<file path="src/rtl/alu_arbiter.sv">
// Round-robin arbiter sharing one combinational ALU between two requesters.
// Optional grant locking is enabled by defining ALU_ARB_LOCK_EN.
module alu_arbiter #(
  parameter int unsigned WIDTH    = 32,
  parameter int unsigned CTRL_W   = 4,
  parameter int unsigned LOCK_MAX = 4
) (
  input  logic              clk,
  input  logic              rst_n,
  input  logic              req0_valid,
  output logic              req0_ready,
  input  logic [WIDTH-1:0]  req0_a,
  input  logic [WIDTH-1:0]  req0_b,
  input  logic [CTRL_W-1:0] req0_ctrl,
  input  logic              req1_valid,
  output logic              req1_ready,
  input  logic [WIDTH-1:0]  req1_a,
  input  logic [WIDTH-1:0]  req1_b,
  input  logic [CTRL_W-1:0] req1_ctrl,
`ifdef ALU_ARB_LOCK_EN
  input  logic              req0_lock,
  input  logic              req1_lock,
`endif
  output logic              rsp0_valid,
  input  logic              rsp0_ready,
  output logic [WIDTH-1:0]  rsp0_result,
  output logic              rsp1_valid,
  input  logic              rsp1_ready,
  output logic [WIDTH-1:0]  rsp1_result,
  output logic [WIDTH-1:0]  alu_a,
  output logic [WIDTH-1:0]  alu_b,
  output logic [CTRL_W-1:0] alu_control,
  input  logic [WIDTH-1:0]  alu_result,
  output logic              grant_valid,
  output logic              grant_id
);

  if (LOCK_MAX < 1) begin : g_lock_max_chk
    $error("LOCK_MAX must be at least 1");
  end

  logic             rsp0_valid_q, rsp0_valid_d;
  logic             rsp1_valid_q, rsp1_valid_d;
  logic [WIDTH-1:0] rsp0_result_q, rsp0_result_d;
  logic [WIDTH-1:0] rsp1_result_q, rsp1_result_d;
  logic             last_grant_q, last_grant_d;
  logic             elig0, elig1;
  logic             gnt_v, gnt_id;

`ifdef ALU_ARB_LOCK_EN
  typedef enum logic [1:0] {ARB, LOCK0, LOCK1} state_e;
  localparam int unsigned CNT_W = $clog2(LOCK_MAX + 1);

  state_e           state_q, state_d;
  logic [CNT_W-1:0] lock_cnt_q, lock_cnt_d;
  logic             gnt_lock;
  int unsigned      cnt_inc;
`endif

  // A slot being drained this cycle counts as free, so drain+refill is one cycle.
  always_comb begin
    elig0 = req0_valid & (~rsp0_valid_q | rsp0_ready);
    elig1 = req1_valid & (~rsp1_valid_q | rsp1_ready);
`ifdef ALU_ARB_LOCK_EN
    if (state_q == LOCK0) elig1 = 1'b0;
    if (state_q == LOCK1) elig0 = 1'b0;
`endif
    gnt_v  = elig0 | elig1;
    gnt_id = (elig0 & elig1) ? ~last_grant_q : elig1;
  end

  always_comb begin
    alu_a       = '0;
    alu_b       = '0;
    alu_control = '0;
    if (gnt_v) begin
      if (gnt_id) begin
        alu_a       = req1_a;
        alu_b       = req1_b;
        alu_control = req1_ctrl;
      end else begin
        alu_a       = req0_a;
        alu_b       = req0_b;
        alu_control = req0_ctrl;
      end
    end
  end

  always_comb begin
    rsp0_valid_d  = rsp0_valid_q & ~rsp0_ready;
    rsp1_valid_d  = rsp1_valid_q & ~rsp1_ready;
    rsp0_result_d = rsp0_result_q;
    rsp1_result_d = rsp1_result_q;
    last_grant_d  = last_grant_q;
    if (gnt_v) begin
      last_grant_d = gnt_id;
      if (gnt_id) begin
        rsp1_valid_d  = 1'b1;
        rsp1_result_d = alu_result;
      end else begin
        rsp0_valid_d  = 1'b1;
        rsp0_result_d = alu_result;
      end
    end
  end

`ifdef ALU_ARB_LOCK_EN
  // lock_cnt counts grants already made under the current lock, including the entry grant.
  always_comb begin
    state_d    = state_q;
    lock_cnt_d = lock_cnt_q;
    gnt_lock   = gnt_id ? req1_lock : req0_lock;
    cnt_inc    = int'(lock_cnt_q) + 1;
    if (gnt_v) begin
      case (state_q)
        ARB: begin
          if (gnt_lock) begin
            state_d    = gnt_id ? LOCK1 : LOCK0;
            lock_cnt_d = CNT_W'(1);
          end
        end
        default: begin
          if (!gnt_lock || cnt_inc >= LOCK_MAX) begin
            state_d    = ARB;
            lock_cnt_d = '0;
          end else begin
            lock_cnt_d = CNT_W'(cnt_inc);
          end
        end
      endcase
    end
  end

  always_ff @(posedge clk or negedge rst_n) begin
    if (!rst_n) begin
      state_q    <= ARB;
      lock_cnt_q <= '0;
    end else begin
      state_q    <= state_d;
      lock_cnt_q <= lock_cnt_d;
    end
  end
`endif

  always_ff @(posedge clk or negedge rst_n) begin
    if (!rst_n) begin
      rsp0_valid_q  <= 1'b0;
      rsp1_valid_q  <= 1'b0;
      rsp0_result_q <= '0;
      rsp1_result_q <= '0;
      last_grant_q  <= 1'b1;
    end else begin
      rsp0_valid_q  <= rsp0_valid_d;
      rsp1_valid_q  <= rsp1_valid_d;
      rsp0_result_q <= rsp0_result_d;
      rsp1_result_q <= rsp1_result_d;
      last_grant_q  <= last_grant_d;
    end
  end

  assign req0_ready  = gnt_v & ~gnt_id;
  assign req1_ready  = gnt_v & gnt_id;
  assign grant_valid = gnt_v;
  assign grant_id    = gnt_id;
  assign rsp0_valid  = rsp0_valid_q;
  assign rsp1_valid  = rsp1_valid_q;
  assign rsp0_result = rsp0_result_q;
  assign rsp1_result = rsp1_result_q;

endmodule

</file>
<file path="config.mk">
export PLATFORM = sky130hd
export DESIGN_NAME = alu_arbiter
export DESIGN_NICKNAME = d
export VERILOG_FILES = /design/src/rtl/alu_arbiter.sv
export SDC_FILE = /design/constraint.sdc
export NUM_CORES = 1
export LEC_CHECK = 0
export ABC_AREA = 0
export ABC_CLOCK_PERIOD_IN_PS = 2300
export CORE_AREA = 2 2 120 122
export CTS_BUF_LIST = sky130_fd_sc_hd__clkbuf_8
export DETAILED_ROUTE_END_ITERATION = 16
export DIE_AREA = 0 0 122 124
export GPL_ROUTABILITY_DRIVEN = 1
export PLACE_DENSITY = 0.66
export SETUP_SLACK_MARGIN = 0.1
export SYNTH_ARGS = -nofsm -noshare
export SYNTH_HDL_FRONTEND = slang
export SYNTH_SLANG_ARGS = --single-unit
</file>
<file path="constraint.sdc">
create_clock -name clk -period 2.3 [get_ports clk]
set_clock_uncertainty 0.1 [all_clocks]
set_input_delay 0.345 -clock clk [delete_from_list [all_inputs] [get_ports clk]]
set_output_delay 0.345 -clock clk [all_outputs]
set_load 0.1 [all_outputs]
</file>
==> out/summary.md, run 1 <==
Setup repair after global routing could not meet its margin everywhere. The highest clock frequency the design can meet was 0.4045 GHz; the power per cell area was 1052 nW/µm². The post-synth net total was 409. The die covers 15130 µm².

Count of buffer and inverter cells on the critical path: 5. Post-synthesis instance area: 3231 µm². The first detailed-routing pass took 4 iterations. The tools report the residual antenna-violating net count after detailed routing as 0. Share of the synthesized area in the top cell type: 0.5112. Clock-pin slew was measured on the worst setup and hold paths at 0.07 ns. The xor and xnor area share after synthesis was 0. Yosys instantiated no cell more often than a22o_1. The compound-gate portion of the synthesized area is 0.2022, and the area growth from synthesis to final layout is 151.2%. Yosys attributes the largest share of cell area to dfrtp_1 51%, a22o_1 18%, mux2_2 14%. The die width is 122 µm, and the count of warnings emitted by yosys is 0.

Entering global routing, the biggest net connects 38 pins. The dominant combinational cell family by area after synthesis was multiplexers. For the number of global-route vias before repair, the log shows 3824. The starting utilization of the core area is 0.2355, and the maximum clock insertion buffer count is 2. The adder and majority gate portion of the synthesized area came out at 0.

Wire segments on met3 add up to 1.655 mm in the final route. Counting every instance in the synthesized netlist gives 235. The area fraction in and, or, nand and nor cells after synthesis came out at 0.01356. Biggest cell delay along the critical path: 0.40 ns.

The fraction of final layout cells sized beyond drive strength 1 came out at 0.5297. The critical path is of the input pin to primary output type. The HPWL after detailed placement is 13.15 mm. The H-tree depth is 3, and the number of DRC markers after the initial detailed-route iteration is 75. The tools report the sequential share of the synthesized area as 0.5194. The share of cell area taken by muxes after synthesis was 0.2231; the arrival time of the worst setup path was 2.03 ns. The initialized floorplan defines 43 standard-cell rows. The run gives 0.34 ns as the source-to-sink clock delay at the later pin of the worst-skew pair.

The number of slew-limit violations in the final report is 0. Summed over all nets, the switching power comes to 0.004746 W. At the end of routability-driven placement, the weighted congestion stood at 0.8546. Global routing finished with a remaining overflow of 0. In this run, placement finished with an instance count of 726.

The floorplan step defined a core boundary enclosing 13720 µm². The peak supply drop was 0.0007532 V. Final critical-path required period: 2.472 ns.

The fraction of power spent switching nets was 0.5557; the sequential share of power was 0.191. At the worst endpoint, the required time is 1.86 ns. The worst setup path is launched from an input pin.

On the critical path the largest part of the delay comes from buffers and inverters. Among all stages on the critical path, the largest delay is contributed by clkdlybuf4s50_1. The combinational power share is 0.709.

For this block, the routed nets add up to 16.23 mm of wire. The flow ran to the end, but the final reports show violations. In this run, synthesis inferred 0 flip-flops with an integrated enable.

The actual transition at the worst max-transition pin was 0.6944 ns. Traced cell by cell, the critical path runs through clkdlybuf4s50_1 > nand2b_4 > a311oi_4 > buf_6 > buf_12 > buf_12 > a22o_2 > buf_12. The fraction of registers with async set or reset after synthesis was 1.000; the final number of hold-violating endpoints was 0. The clock share of power came out at 0.100.

After detailed placement, the total cell area comes to 7506 µm². The leakage power was 3.545 nW. The path class of the tightest hold or removal check is input pin to flip-flop.

The post-route clock period utilization was 1.075; the via count was 3481. Across the whole layout, storage elements account for 1685 µm². The number of fill cells came out at 1090. TritonCTS built the clock tree. Most used flip-flop cell after synthesis: dfrtp_1. Power consumption: 0.008541 W. The number of vias per cell was 4.604; the post-layout instance count excluding filler cells was 756.

For this design the top-level I/O count stands at 312. The detailed-route wire length per cell works out to 21.47 µm. After detailed routing, no signal wire sits above met5. After detailed routing, the met2 layer carries 8.650 mm of wire. The initial antenna violation count was 5. Counting stages on the worst path, the most repeated cell is buf_12. The run gives -0.1722 ns as the worst path setup slack after routing.

Across the run, the number of max-cap violations was 0. The checks that failed: negative setup slack. The logs give 5.425 mm for the met1 wire length and -9.167 ns for the sum of negative setup slack.

The synthesized design contains 67 register bits. The tools report the number of unique standard cell types used by synthesis as 20. TritonCTS created 9 clock buffers. Along the worst path, the maximum fanout reaches 9.

The number of sinks on the clock net was 67; the area of combinational cells with multiple inputs was 1893 µm². The tree is rooted in a clkbuf_8. The capturing element type of the critical path is a primary output. The global-route wire length before repair is 22.63 mm.

By count the netlist is led by 68 x a22o_1, 66 x dfrtp_1, 40 x mux2_2, 24 x mux2_1, 12 x buf_2. The number of input and output port buffers inserted works out to 311. The run gives 743 as the number of nets in the final layout.

The overall die height came out at 124 µm. The tools report the final non-filler cell area as 8115 µm². Setup violations remaining at the end of the flow were counted as 69. The library cell occupying the most area in the post-synthesis netlist was dfrtp_1. The run gives 0 as the total DRC errors in the routed layout. The tools report the global-route usage over all layers as 0.2016. The mean instance size in the synthesized netlist works out to 13.75 µm². The logs give 0.5370 for the relative slew slack and 0.003794 W for the internal power.
[cell families after synthesis]
kind of cell | count (synthesis)
simple gates | 6
mux | 64
flops | 67
compound gates | 73
buf+inv | 25
[final timing paths]
kind / start / endpoint / slack (ns) / cells past startpoint
worst max-delay path: rsp1_ready / alu_b[18] / -0.17 / 8
worst min register to register: rsp0_result[23]$_DFFE_PN0P_ / rsp0_result[23]$_DFFE_PN0P_ / 0.39 / 1
worst min-delay path: req0_valid / rsp0_valid$_DFF_PN0_ / 0.32 / 2
min in group asynchronous: rst_n / rsp0_result[15]$_DFFE_PN0P_ / 0.48 / 2
worst max register to register: last_grant_q$_DFFE_PN1P_ / rsp0_result[25]$_DFFE_PN0P_ / 0.24 / 6
max in group asynchronous: rst_n / last_grant_q$_DFFE_PN1P_ / 0.92 / 3
[timing repair]
item | CTS | global route
resized for setup | 39 | 4
hold buffers | 1 | 0
setup endpoints to repair | 70 | 70
gates cloned | 3 | 0
pin swaps | 6 | 0
endpoints found under the hold margin | 30 | 0
buffers inserted | 8 | 0
[cell type report]
class,instances,share of cell area
timing repair buffer,344,0.5069
multi-input combinational,143,0.2333
sequential,67,0.2077
tap,180,0.02775
clock buffer,11,0.01866
inverter,4,0.002467
clock inverter,3,0.002004
antenna,4,0.001233
[layer usage]
metal,vias to the layer above,track usage
li1,1577,-
met1,1702,0.2055
met2,175,0.3631
met3,25,0.08608
met4,2,0.08261
met5,-,0
[state kept, by name, summed over array words and instances (netlist names)]
name and count:
rsp1_result 32, last_grant_q 1, rsp0_valid 1, rsp1_valid 1
rsp0_result 32
[worst reg2reg max path, stage by stage (launching register included)]
cell,delay [ns]
dfstp_2,0.54
inv_2,0.05
a311oi_4,0.30
buf_4,0.17
buf_8,0.17
buf_4,0.26
mux2_1,0.35
[placed cells by master, fill, tap and decap left out, drive strengths merged, types with 2 or more instances in the layout]
cell and count:
inv 4, buf 171, clkdlybuf4s50 170, mux2 64, dlygate4sd2 2, a22o 68
diode 4, clkinv 2, clkbuf 11, nand2 3, dfrtp 66
[power by group through the flow]
stage	Sequential, W	Clock, W	Combinational [W]
6_report	0.00163	0.000854	0.00605
5_1_grt	0.00167	0.000935	0.00620
4_1_cts	0.00164	0.000893	0.00607
3_5_place_dp	0.00165	0	0.00588
3_3_place_gp	0.00164	0	0.00585
2_1_floorplan	0.00372	0	0.00196
[metrics by stage]
| step | setup WS [ns] | hold WS [ns] | util |
|---|---|---|---|
| 2_1_floorplan | -0.07694 | -0.05059 | - |
| 3_3_place_gp | -0.1700 | 0.3160 | 0.5471 |
| 3_5_place_dp | -0.1720 | 0.3313 | 0.5471 |
| 4_1_cts | -0.1598 | 0.2916 | 0.5889 |
| 5_1_grt | -0.2356 | 0.3108 | 0.5915 |
| 6_report | -0.1722 | 0.3157 | 0.5915 |
Power figures use the tool's default switching activity.
==> inputs of run 2 (changes only) <==
Settings changed: GPL_TIMING_DRIVEN set to 0.
==> run 2 against run 1 <==
Compared with the run above: the flow still finishes with violations (negative setup slack); total power up 2.4%; largest cell class unchanged; sequential cell count unchanged; critical path depth down 2; first-iteration DRC count up 64%; via count up 3.5%.
==> out/summary.md, run 2 (same netlist as run 1, synthesis figures left out) <==
The flow ran to the end, but the final reports show violations. The worst setup path is captured at a primary output. For the CTS buffer count, the log shows 9 (unchanged).

The number of buffers inserted by hold repair at cts is 0 (-1). Setup repair after global routing could not meet its margin everywhere. The total congestion overflow after global routing is 0 (unchanged).

The logs give 0 (unchanged) for the final number of hold-violating endpoints and 0.4015 GHz (-0.75%) for the highest clock frequency the design can meet. The tightest min-delay check is of the input pin to async pin type. The logs give 0 (unchanged) for the number of slew-limit violations in the final report and 3 (unchanged) for the H-tree depth.

The tools report the placeable core region as 13720 µm² (unchanged). The run gives 68 (+79%) as the pin count of the biggest net entering global routing. The placer congestion estimate came out at 0.8212 (-3.9%).

The clock share of power is 0.119 (+0.019). The run gives 67 (unchanged) as the number of sinks on the clock net. The tools report the number of primary I/O pins as 312 (unchanged).

Compared with the post-synthesis result, the final layout area differs by 158.9%. The count of final setup violators is 69 (unchanged). The run gives 0.35 ns (about the same) as the source-to-sink clock delay at the later pin of the worst-skew pair. The logs give 1685 µm² (unchanged) for the storage element area and 0 (unchanged) for the residual antenna-violating net count after detailed routing. The total instance count after detailed placement came out at 726 (unchanged). The top cell types in the final layout, fill and taps aside, are 170 x clkdlybuf4s50_1, 76 x buf_12, 68 x dlygate4sd2_1.

The power per cell area works out to 1046 nW/µm² (-0.61%). The number of input and output port buffers inserted came out at 311 (unchanged). The library cell used most frequently in the layout, excluding fill and tap cells, is clkdlybuf4s50_1.

The number of nets in the final layout is 750 (+0.94%), and the detailed-route wire length per cell is 22.49 µm (+4.8%). The half-perimeter wire length after placement came out at 12.38 mm (-5.8%). The actual transition at the worst max-transition pin is 1.014 ns (+0.3194 ns).

Clock edge transition at the registers on the reported setup and hold paths: 0.07 ns (about the same). The biggest cell delay along the critical path came out at 0.55 ns (+0.15 ns). The post-route clock period utilization came out at 1.083 (+0.008117).

For the maximum clock insertion buffer count, the log shows 2 (unchanged). For the leakage power, the log shows 3.718 nW (+4.9%). The tools report the initial antenna violation count as 3 (-2). The sum of routed wire length over all layers was 17.16 mm (+5.7%); the sequential share of power was 0.185 (-0.006).

Final critical-path required period: 2.491 ns (+0.01867 ns). Walking the worst path, the cells encountered are inv_2 > a311oi_4 > buf_6 > buf_8 > a22o_2 > buf_12. The global-route usage over all layers came out at 0.2097 (+0.008010). The area of combinational cells with multiple inputs is 2008 µm² (+6.1%), and the iteration count of the initial detailed-routing pass is 4 (unchanged). TritonCTS built the clock tree. Post-layout instance count excluding filler cells: 763 (+0.93%). Library cell used as clock root buffer: clkbuf_8. For the number of fill cells, the log shows 1078 (-1.1%).

The worst path setup slack after routing is -0.1909 ns (-0.01867 ns). The max-cap check violation count was 0 (unchanged); the global-route wire length before repair was 23.35 mm (+3.2%). The run gives 0.0007256 V (-3.7%) as the peak supply drop.

Fraction of final layout cells sized beyond drive strength 1: 0.4603 (-0.06938). The run gives 3878 (+1.4%) as the number of global-route vias before repair. On the critical path, the stage with the largest delay is an instance of dfstp_2. Count of buffer and inverter cells on the critical path: 4 (-1). In this design, the largest share of critical-path delay is due to buffers and inverters. The number of DRC markers after the initial detailed-route iteration was 123 (+64%); the via count was 3604 (+3.5%). The number of vias per cell is 4.723 (+2.6%). The starting utilization of the core area was 0.2355 (unchanged); the data required time of the worst path was 1.86 ns (about the same).

For the combinational power share, the log shows 0.696 (-0.013). The final reports fail on negative setup slack. The critical path startpoint category was a flip-flop. The relative slew slack was 0.3268 (-0.2103); the power spent charging and discharging nets was 0.004794 W (+1.0%).

The arrival time of the worst setup path is 2.05 ns (+0.02 ns). Overall die height: 124 µm (unchanged). The class of the most critical setup path is flip-flop to primary output.

The floorplan row count was 43 (unchanged). The total DRC errors in the routed layout was 0 (unchanged); the fraction of power spent switching nets was 0.5479 (-0.007802). For the internal power, the log shows 0.003955 W (+4.2%). The run gives 0.008749 W (+2.4%) as the power consumption. Total die area: 15130 µm² (unchanged). The die width was 122 µm (unchanged). The highest net fanout along the worst path is 10 (+1).
-- run 2: cell count changes in the layout (fill, tap and decap cells not counted), sizes merged --
cell         change
clkinvlp         -1
clkinv           -2
diode            -1
bufinv           +1
inv              +1
buf             -63
dlygate4sd3      -1
clkbuf           +7
dlygate4sd2     +66
-- run 2: area by class of cell --
cell class                 instances  area share
clock buffer                      13     0.02139
tap                              180     0.02693
sequential                        67      0.2015
inverter                           4    0.002094
antenna                            3   0.0008975
buffer                            21     0.03216
timing repair buffer             330      0.4709
clock inverter                     2    0.004039
multi-input combinational        143      0.2401
-- run 2: worst paths after layout --
path	start	end	slack [ns]	cells after the start
worst max-delay path	last_grant_q$_DFFE_PN1P_	alu_b[3]	-0.19	6
worst min-delay path	rst_n	rsp1_result[15]$_DFFE_PN0P_	0.007	1
worst max register to register	last_grant_q$_DFFE_PN1P_	rsp0_result[20]$_DFFE_PN0P_	0.13	8
worst min register to register	rsp1_result[12]$_DFFE_PN0P_	rsp1_result[12]$_DFFE_PN0P_	0.39	1
max in group asynchronous	rst_n	rsp1_valid$_DFF_PN0_	1.46	1
min in group clk	req0_valid	rsp0_valid$_DFF_PN0_	0.34	2
-- run 2: timing repair --
action                                 in CTS  in global routing
buffers inserted                           10                  4
pin swaps                                  17                 11
gates resized for setup                   784                 27
setup endpoints to repair                 138                 91
cloned                                      3                  2
endpoints found under the hold margin       0                  0
-- run 2: through the flow --
stage	TNS, ns	cell area, µm²	utilization	setup WS, ns	hold WS [ns]
floorplan	-3.802	3518	-	-0.07694	-0.05059
global placement	-180.57	6857	0.4998	-1.847	0.3672
detailed placement	-89.11	6854	0.4996	-1.386	0.3766
CTS	-11.97	8168	0.5953	-0.2253	0.01825
global route	-15.08	8364	0.6097	-0.2703	0.05210
finish	-9.971	8364	0.6097	-0.1909	0.006705
-- run 2: per-layer routing --
layer / vias to the layer above / track usage / wire, µm
met5: - / 0 / 0
met4: 0 / 0.07471 / 425
met3: 28 / 0.08516 / 1517
met2: 171 / 0.3715 / 9096
met1: 1806 / 0.2258 / 6123
li1: 1599 / - / -
-- run 2: power by group through the flow --
stage / clock network (W) / registers, W / logic [W]
after floorplan: 0 / 0.00372 / 0.00196
after global placement: 0 / 0.00162 / 0.00546
after detailed placement: 0 / 0.00164 / 0.00548
after CTS: 0.00108 / 0.00162 / 0.00597
after global routing: 0.00113 / 0.00166 / 0.00624
final: 0.00104 / 0.00162 / 0.00609
